File: config.mk
export PLATFORM = sky130hd
export DESIGN_NAME = period_error_detector
export DESIGN_NICKNAME = d
export VERILOG_FILES = /design/src/rtl/period_error_detector.sv
export SDC_FILE = /design/constraint.sdc
export NUM_CORES = 1
export LEC_CHECK = 0
export CORE_MARGIN = 4
export CORE_UTILIZATION = 54
export DETAILED_ROUTE_END_ITERATION = 7
export PLACE_DENSITY = 0.82
export SETUP_SLACK_MARGIN = 0.2
export SYNTH_ARGS = -nofsm -noshare
export SYNTH_HDL_FRONTEND = slang
export SYNTH_SLANG_ARGS = --single-unit
File: constraint.sdc
create_clock -name fpga_clk_i -period 3.1 [get_ports fpga_clk_i]
set_input_delay 0.93 -clock fpga_clk_i [delete_from_list [all_inputs] [get_ports fpga_clk_i]]
set_output_delay 0.93 -clock fpga_clk_i [all_outputs]
set_load 0.05 [all_outputs]
File: src/rtl/period_error_detector.sv
// Period error detector: synchronises the capture trigger, forms saved - target as a signed
// error, and runs a lock-detect FSM plus a missing-trigger watchdog.
module period_error_detector #(
    parameter int unsigned WIDTH        = 20,
    parameter int unsigned LOCK_TOL     = 4,
    parameter int unsigned LOCK_COUNT   = 8,
    parameter int unsigned UNLOCK_COUNT = 4,
    parameter int unsigned TIMEOUT      = 65535
) (
    input  logic             fpga_clk_i,
    input  logic             reset_n_i,
    input  logic             trigger_i,
    input  logic [WIDTH-1:0] counter_val_saved_i,
    input  logic [WIDTH-1:0] target_count_i,
    output logic [WIDTH:0]   error_o,
    output logic             error_valid_o,
    output logic             locked_o,
    output logic [1:0]       state_o,
    output logic             stall_o
);

    localparam int unsigned WdW = $clog2(TIMEOUT + 1);
    localparam logic [WdW-1:0] WdMax = WdW'(TIMEOUT);
    localparam logic [WdW-1:0] WdLast = WdW'(TIMEOUT - 1);
    localparam logic [7:0] LockCnt = 8'(LOCK_COUNT);
    localparam logic [7:0] UnlockCnt = 8'(UNLOCK_COUNT);
    localparam logic [WIDTH:0] Tol = (WIDTH + 1)'(LOCK_TOL);

    typedef enum logic [1:0] {
        StUnlocked  = 2'd0,
        StAcquiring = 2'd1,
        StLocked    = 2'd2,
        StLosing    = 2'd3
    } state_e;

    logic [2:0]     sync_q;
    logic           trig_edge;
    logic [WIDTH:0] error_d, error_q;
    logic           valid_q;
    logic [WdW-1:0] wd_d, wd_q;
    logic           stall_d, stall_q;
    logic           timeout_hit;
    logic [WIDTH:0] err_mag;
    logic           in_tol;
    state_e         state_d, state_q;
    logic [7:0]     cnt_d, cnt_q;
    logic [7:0]     cnt_inc;

    // s2 starts at 0, so a trigger already high at reset release still yields one edge
    assign trig_edge = sync_q[1] & ~sync_q[2];
    assign error_d   = {1'b0, counter_val_saved_i} - {1'b0, target_count_i};

    always_ff @(posedge fpga_clk_i or negedge reset_n_i) begin
        if (!reset_n_i) begin
            sync_q  <= '0;
            error_q <= '0;
            valid_q <= 1'b0;
            wd_q    <= '0;
            stall_q <= 1'b0;
        end else begin
            sync_q  <= {sync_q[1:0], trigger_i};
            valid_q <= trig_edge;
            if (trig_edge) begin
                error_q <= error_d;
            end
            wd_q    <= wd_d;
            stall_q <= stall_d;
        end
    end

    // An edge always wins over a coincident timeout; the count saturates at TIMEOUT.
    always_comb begin
        wd_d        = wd_q;
        stall_d     = stall_q;
        timeout_hit = 1'b0;
        if (trig_edge) begin
            wd_d    = '0;
            stall_d = 1'b0;
        end else if (wd_q != WdMax) begin
            wd_d = wd_q + 1'b1;
            if (wd_q == WdLast) begin
                stall_d     = 1'b1;
                timeout_hit = 1'b1;
            end
        end
    end

    assign err_mag = error_q[WIDTH] ? (~error_q + 1'b1) : error_q;
    assign in_tol  = (err_mag <= Tol);
    assign cnt_inc = cnt_q + 8'd1;

    always_ff @(posedge fpga_clk_i or negedge reset_n_i) begin
        if (!reset_n_i) begin
            state_q <= StUnlocked;
            cnt_q   <= '0;
        end else begin
            state_q <= state_d;
            cnt_q   <= cnt_d;
        end
    end

    always_comb begin
        state_d = state_q;
        cnt_d   = cnt_q;
        if (timeout_hit) begin
            state_d = StUnlocked;
            cnt_d   = '0;
        end else if (valid_q) begin
            unique case (state_q)
                StUnlocked: begin
                    cnt_d = '0;
                    if (in_tol) begin
                        if (LockCnt == 8'd1) begin
                            state_d = StLocked;
                        end else begin
                            state_d = StAcquiring;
                            cnt_d   = 8'd1;
                        end
                    end
                end
                StAcquiring: begin
                    if (!in_tol) begin
                        state_d = StUnlocked;
                        cnt_d   = '0;
                    end else if (cnt_inc == LockCnt) begin
                        state_d = StLocked;
                        cnt_d   = '0;
                    end else begin
                        cnt_d = cnt_inc;
                    end
                end
                StLocked: begin
                    cnt_d = '0;
                    if (!in_tol) begin
                        if (UnlockCnt == 8'd1) begin
                            state_d = StUnlocked;
                        end else begin
                            state_d = StLosing;
                            cnt_d   = 8'd1;
                        end
                    end
                end
                StLosing: begin
                    if (in_tol) begin
                        state_d = StLocked;
                        cnt_d   = '0;
                    end else if (cnt_inc == UnlockCnt) begin
                        state_d = StUnlocked;
                        cnt_d   = '0;
                    end else begin
                        cnt_d = cnt_inc;
                    end
                end
                default: begin
                    state_d = StUnlocked;
                    cnt_d   = '0;
                end
            endcase
        end
    end

    always_comb begin
        error_o       = error_q;
        error_valid_o = valid_q;
        state_o       = state_q;
        locked_o      = (state_q == StLocked) || (state_q == StLosing);
        stall_o       = stall_q;
    end

endmodule
==> summary.md <==
| Metric | Value |
|---|---|
| Status | complete, no violations |
| Worst slew pin tran | 0.842 ns |
| Setup_tns | 0 ns |
| Clock Tree Buf Depth | 2 |
| Net count, final | 619 |
| Post-route ant nets | 0 |
| Post-synth net total | 521 |
| Synthesis-to-layout area growth | 34.3% |
| Leading cell type by number of instances after synthesis | dfrtp_1 |
| Core area | 6910 um^2 |
| Fin crit share | 91.1% |
| Pin count of the biggest net entering global routing | 43 |
| Power after layout | 2370 uW |
| DRC errors left | 0 |
| Critical Path RT | 3.29 ns |
| Fmax | 354 MHz |
| Cell count of the worst reg-to-reg path | 11 |
| Ports | 69 |
| Seq cells post-synth | 52 |
| Worst Setup SP | target_count_i[3] |
| Distinct cells, synth | 58 |
| DR vias | 3729 |
| WL per Instance | 14.8 um |
| Critical path fanouts, max | 3 |
| Cells after synthesis | 453 |
| Final Slew Violations | 0 |
| Yosys top cell area share | 33.5% |
| Clock Latency Late Sink | 0.31 ns |
| Initial antenna violation count | 0 |
| Max Cap Viol | 0 |
| Diode count | 0 |
| Reg2reg start | error_o[1] |
| R2R Setup Slk | 0.33 ns |
| Final WL | 9590 um |
| CTS tree | done |
| Depth of the CTS H-tree | 2 |
| Total GRT Usage | 22.3% |
| Overflow after GRT | 0 |
| Final setup violation count | 0 |
| Final Skew | 0.00736 ns |
| Post-synth top area cell | dfrtp_1 |
| Post-synth EDFFs | 0 |
| Worst flop-to-flop path endpoint | cnt_q[0] |
| Pre-antenna DRT Iters | 5 |
| Clock-pin slew on the worst setup and hold paths | 0.09 ns |
| Cell count of the worst hold path | 0 |
| Relative slew slack | 43.9% |
| Footprint of the multi-input gates | 2590 um^2 |
| Post-layout utilization of the core | 75.5% |
| Cell Area, Synth | 3880 um^2 |
| Power Dens Cells | 454 nW/um^2 |
| CP endpoint | error_o[17] |
| HP Class | reg2reg |
| Layout fillers | 506 |
| Critical path class | in2reg |
| Endpoint type of the worst setup path | flip-flop |
| Setup crit start kind | input port |
| Top cells by count, synth | 52 x dfrtp_1, 51 x nand2_1, 36 x nor2_1 |
| Die Area | 8610 um^2 |
| Fin area | 5220 um^2 |
| Hold buffers post-CTS | 0 |
| Hold Vio Cnt, Final | 0 |
| Dpl hpwl | 7130 um |
| Synth Warn # | 0 |
| Root Driver | clkbuf_8 |
| Final RePlAce weighted congestion | 0.917 |
| Asr flop ratio synth | 100% |
| Starting density of the core | 56.2% |
| Chip width | 92.8 um |
| Critical path arrival | 3.01 ns |
| Vias per std cell | 5.75 |
| Max IR drop VDD | 317 uV |
| Minimum clock period | 2.83 ns |
| Share of post-route cells with drive strength above 1 | 17.0% |
| Clock sinks | 52 |
| Post-Place Cell Area | 4860 um^2 |
| Wire length of the first global-routing pass | 15900 um |
| Die Ht | 92.8 um |
| Row Count | 30 |
| LEAKAGE | 0.00229 uW |
| I/O Buffers | 68 |
| Vias in the first global route | 3604 |
| Top post-synthesis cells by area | dfrtp_1 34%, ha_1 7.7%, nand2_1 4.9% |
| Initial DRC count | 310 |
| FF+latch area | 1300 um^2 |
| TritonCTS Buffers | 5 |
| Avg Inst Size Synth | 8.57 um^2 |
| Top_reg_cell synth | dfrtp_1 |
| RSZ-0062 raised after global routing | true |
| Register area share after synthesis | 33.5% |
[metrics by stage]
step / hold slack, ns / instances / worst slack, ns
finish: 0.357 / 648 / 0.275
global route: 0.364 / 648 / 0.156
CTS: 0.356 / 645 / 0.207
detailed placement: 0.335 / 633 / -0.474
global placement: 0.333 / 633 / -0.427
floorplan: 0.331 / 453 / 0.200
[power breakdown]
part	switching (uW)	internal [uW]
Sequential	127	757
Combinational	580	428
Clock	231	244
[worst max-delay path: stages]
cell	delay, ns
clkdlybuf4s50_1	0.45
inv_1	0.06
ha_4	0.21
buf_4	0.13
o21a_1	0.09
o31a_1	0.13
o21ba_4	0.23
o211ai_1	0.27
nand3b_1	0.14
a21oi_2	0.15
xor2_1	0.15
o21ai_1	0.07
[registers in the layout (all words and copies together), names as in the netlist]
name	cells
cnt_q	8
error_o	21
error_valid_o	1
stall_o	1
state_o	2
sync_q	3
wd_q	16
[logic make-up (layout without fill, tap and decap cells)]
| logic type | Yosys count | in the layout | share of synthesized area, % |
|---|---|---|---|
| flops | 52 | 52 | 33.5 |
| mux | 9 | 9 | 2.38 |
| simple gates | 173 | 173 | 23.1 |
| compound gates | 109 | 109 | 18.8 |
| buf+inv | 48 | 147 | 5.06 |
| fa+ha+maj | 25 | 25 | 8.25 |
| xor+xnor | 37 | 37 | 8.83 |
[timing repair]
item                                    4_1_cts  5_1_grt
gates resized for setup                      40       21
pin swaps                                    20       19
setup buffers                                 4        3
endpoints found under the setup margin       15       20
[cell type report]
type | count | share of cell area, %
inverter | 29 | 2.09
multi-input combinational | 353 | 49.7
sequential | 52 | 25.0
clock inverter | 2 | 0.743
clock buffer | 6 | 1.39
timing repair buffer | 110 | 18.8
tap | 96 | 2.30
[metal layers]
metal / part of all wire (%) / global-route usage [%]
met5: 0 / 0
met4: 1.7 / 6.96
met3: 5.6 / 3.25
met2: 52 / 41.9
met1: 41 / 26.0
[worst min path at each step]
| stage | from | to | slack, ns |
|---|---|---|---|
| 2_1_floorplan | sync_q[0] | sync_q[1] | 0.33 |
| 3_3_place_gp | sync_q[0] | sync_q[1] | 0.33 |
| 3_5_place_dp | sync_q[0] | sync_q[1] | 0.33 |
| 4_1_cts | sync_q[0] | sync_q[1] | 0.36 |
| 5_1_grt | sync_q[0] | sync_q[1] | 0.36 |
| 6_report | sync_q[0] | sync_q[1] | 0.36 |
[cells in the final DEF, fill, tap and decap left out, types with 6 or more instances in the layout]
cell type / synthesis / final
dlygate4sd2_1: 0 / 9
o21ai_0: 24 / 21
nand2_1: 51 / 51
a21oi_1: 18 / 13
buf_4: 0 / 42
nand4_1: 6 / 6
xnor2_1: 15 / 15
dfrtp_1: 52 / 50
clkdlybuf4s50_1: 0 / 51
and4_1: 7 / 6
mux2i_1: 7 / 7
o31ai_1: 9 / 9
nor2b_1: 7 / 6
nor2_1: 36 / 36
o21ai_1: 13 / 14
ha_1: 24 / 15
inv_1: 29 / 24
ha_4: 0 / 9
nor3_1: 12 / 12
nand3_1: 15 / 15
xor2_1: 21 / 21
Power figures use the tool's default switching activity.
==> RTL edit, RTL diff (config.mk and constraints unchanged) <==
Register the input `target_count_i` before use. The logic sees it one clock later. The other inputs are not delayed to match.
--- a/src/rtl/period_error_detector.sv
+++ b/src/rtl/period_error_detector.sv
@@ -34,4 +34,10 @@
     } state_e;
 
+    logic [WIDTH-1:0] target_count_q;
+
+    always_ff @(posedge fpga_clk_i) begin
+        target_count_q <= target_count_i;
+    end
+
     logic [2:0]     sync_q;
     logic           trig_edge;
@@ -49,5 +55,5 @@
     // s2 starts at 0, so a trigger already high at reset release still yields one edge
     assign trig_edge = sync_q[1] & ~sync_q[2];
-    assign error_d   = {1'b0, counter_val_saved_i} - {1'b0, target_count_i};
+    assign error_d   = {1'b0, counter_val_saved_i} - {1'b0, target_count_q};
 
     always_ff @(posedge fpga_clk_i or negedge reset_n_i) begin
Check against the original RTL: not equivalent (a bounded check fails within 4 cycles, from zero or initial values and one cycle with reset_n_i low).
==> RTL edit against the unedited design <==
- die area increased by 18%
- routed wire length is 32% higher
- sequential cell count rose by 20
- non-clock buffer count rose by 20
- area after synthesis rose by 20%
- total power rose by 35%
- design area up 20%
- setup slack worse by 130 ps
- combinational power is 26% higher
- critical endpoint is now cnt_q[4]
- largest cell class unchanged
- largest power group unchanged
==> RTL edit: results (changes against the unedited design) <==
| Metric | Value |
|---|---|
| Pin count of the biggest net entering global routing | `47 (was 43)` |
| Overall track demand over capacity in global routing | `0.2466 (was 0.2234)` |
| HP Class | `register to register (unchanged)` |
| Fraction of final layout cells sized beyond drive strength 1 | `0.2179 (was 0.1703)` |
| Leakage power total | `2.732 nW (was 2.289 nW)` |
| YS warnings | `0 (unchanged)` |
| Status | `completed (unchanged)` |
| Crit-path leading delay family | `simple AND/OR/NAND/NOR gates (was compound AO/OA/AOI/OAI gates)` |
| Xor/xnor cell area share of the yosys netlist | `0.06396 (was 0.08827)` |
| Number of vias per cell after detailed routing | `5.957 (was 5.755)` |
| Met3 routed WL | `837 um (was 534 um)` |
| Post-synthesis mux area share | `0.01075 (was 0.02384)` |
| Arrival time worst endpoint | `3270 ps (was 3010 ps)` |
| Delay of the slowest cell on the worst path | `560 ps (was 450 ps)` |
| Synth cell count leaders | `dfrtp_1 (52), nor2_1 (46), nand2_1 (41) (was dfrtp_1 (52), nand2_1 (51), nor2_1 (36))` |
| Post-synthesis sequential area ratio | `0.3655 (was 0.3351)` |
| Area fraction in compound gates after synthesis | `0.1973 (was 0.1885)` |
| Clock transition at the register clock pins on the worst setup and hold paths after CTS | `90 ps (about the same)` |
| Via count of the first global-routing pass | `4222 (was 3604)` |
| Post-placement cell area | `5685 um2 (was 4862 um2)` |
| Number of buffers created by CTS | `9 (was 5)` |
| Count of different cell masters after synthesis | `69 (was 58)` |
| Biggest area contributors in the synthesized netlist | `dfrtp_1 (28%), dfxtp_1 (8.6%), ha_1 (6.4%), xor2_1 (4.1%), nor2_1 (3.7%) (was dfrtp_1 (34%), ha_1 (7.7%), nand2_1 (4.9%), xor2_1 (4.7%), nor2_1 (3.5%))` |
| Weighted congestion at the end of routability-driven global placement | `0.9500 (was 0.9172)` |
| Worst-path maximum fanout | `5 (was 3)` |
| Final HPWL DP | `8817 um (was 7131 um)` |
| Met1 Routed Length | `5432 um (was 3895 um)` |
| Fraction of synthesis flops using an asynchronous set or reset pin | `0.7222 (was 1.000)` |
| Number of flip-flops under the largest register name | `21 (unchanged)` |
| Setup clock skew after layout | `18.27 ps (was 7.358 ps)` |
| Max transition margin | `0.5671 (was 0.4389)` |
| Number of violations reported at the end of detailed-routing iteration 0 | `295 (was 310)` |
| Number of nets in the layout | `710 (was 619)` |
| Routed length per placed instance | `16.89 um (was 14.80 um)` |
| First-pass GRT wire length | `20080 um (was 15940 um)` |
| Critical path's slowest cell | `or4_4 (was clkdlybuf4s50_1)` |
| Later-pin clock latency in the skew report | `370 ps (was 310 ps)` |
| Post-synthesis share of cell area spent on full adders, half adders and majority gates | `0.06880 (was 0.08247)` |
| Dominant register cell in the synthesized netlist | `dfrtp_1 (unchanged)` |
| H-tree level count | `3 (was 2)` |
| Syn_nets | `589 (was 521)` |
| Total length of routed met2 wires | `6224 um (was 4996 um)` |
| Worst vdd rail ir drop | `0.4343 mV (was 0.3170 mV)` |
-- RTL edit: logic make-up (layout without fill, tap and decap cells) --
family          count (synthesis)  count (layout)
flops                          72              72
compound gates                136             136
buf+inv                        61             187
simple gates                  188             188
fa+ha+maj                      25              25
mux                             5               5
xor+xnor                       34              34
-- RTL edit: final timing paths --
| check | end | cells past startpoint | slack [ps] | from |
|---|---|---|---|---|
| max in group asynchronous | sync_q[1] | 2 | 2000 | reset_n_i |
| min in group asynchronous | error_o[0] | 1 | 450 | reset_n_i |
| worst min register to register | sync_q[2] | 0 | 390 | sync_q[1] |
| worst min-delay path | sync_q[2] | 0 | 390 | sync_q[1] |
| worst max-delay path | cnt_q[4] | 10 | 140 | error_o[9] |
| worst max register to register | cnt_q[4] | 10 | 140 | error_o[9] |
-- RTL edit: worst reg2reg max path, delay by kind of cell (launching register included) --
| kind | cells | cell delay (ps) |
|---|---|---|
| flip-flops | 1 | 420 |
| AND/OR/NAND/NOR | 4 | 1650 |
| AO/OA/AOI/OAI | 3 | 360 |
| buffers and inverters | 3 | 480 |
-- RTL edit: per-layer routing --
metal	vias up	GRT usage
met5	-	0
met4	0	0.06632
met3	23	0.05121
met2	184	0.3990
met1	2152	0.3357
li1	2121	-
-- RTL edit: where the power goes --
group	internal, mW	leakage (nW)	switching (mW)
registers	1.03	0.836	0.130
clock network	0.371	0.0916	0.394
logic	0.550	1.81	0.724
total	1.95	2.73	1.25
-- RTL edit: through the flow --
step / instances / util / power, mW / worst slack (ps) / setup TNS [ps]
global placement: 712 / 0.6851 / 2.240 / -274.6 / -1635
finish: 752 / 0.7531 / 3.198 / 142.5 / 0
global route: 752 / 0.7531 / 3.340 / 37.09 / 0
detailed placement: 712 / 0.6851 / 2.271 / -304.6 / -1868
CTS: 735 / 0.7241 / 3.071 / 203.4 / 0
floorplan: 521 / - / 1.871 / 121.4 / 0
-- RTL edit: timing repair --
action | CTS | global route
pin swaps | 20 | 24
buffers inserted | 7 | 17
resized for setup | 24 | 19
setup endpoints to repair | 13 | 18
-- RTL edit: cell type report --
type | count | area [um2]
well taps | 105 | 131.4
inverters | 41 | 153.9
clock inverters | 7 | 71.32
repair buffers | 130 | 1170
multi-input cells | 388 | 2887
clock buffers | 9 | 123.9
flip-flops and latches | 72 | 1713
fillers | 583 | 2049
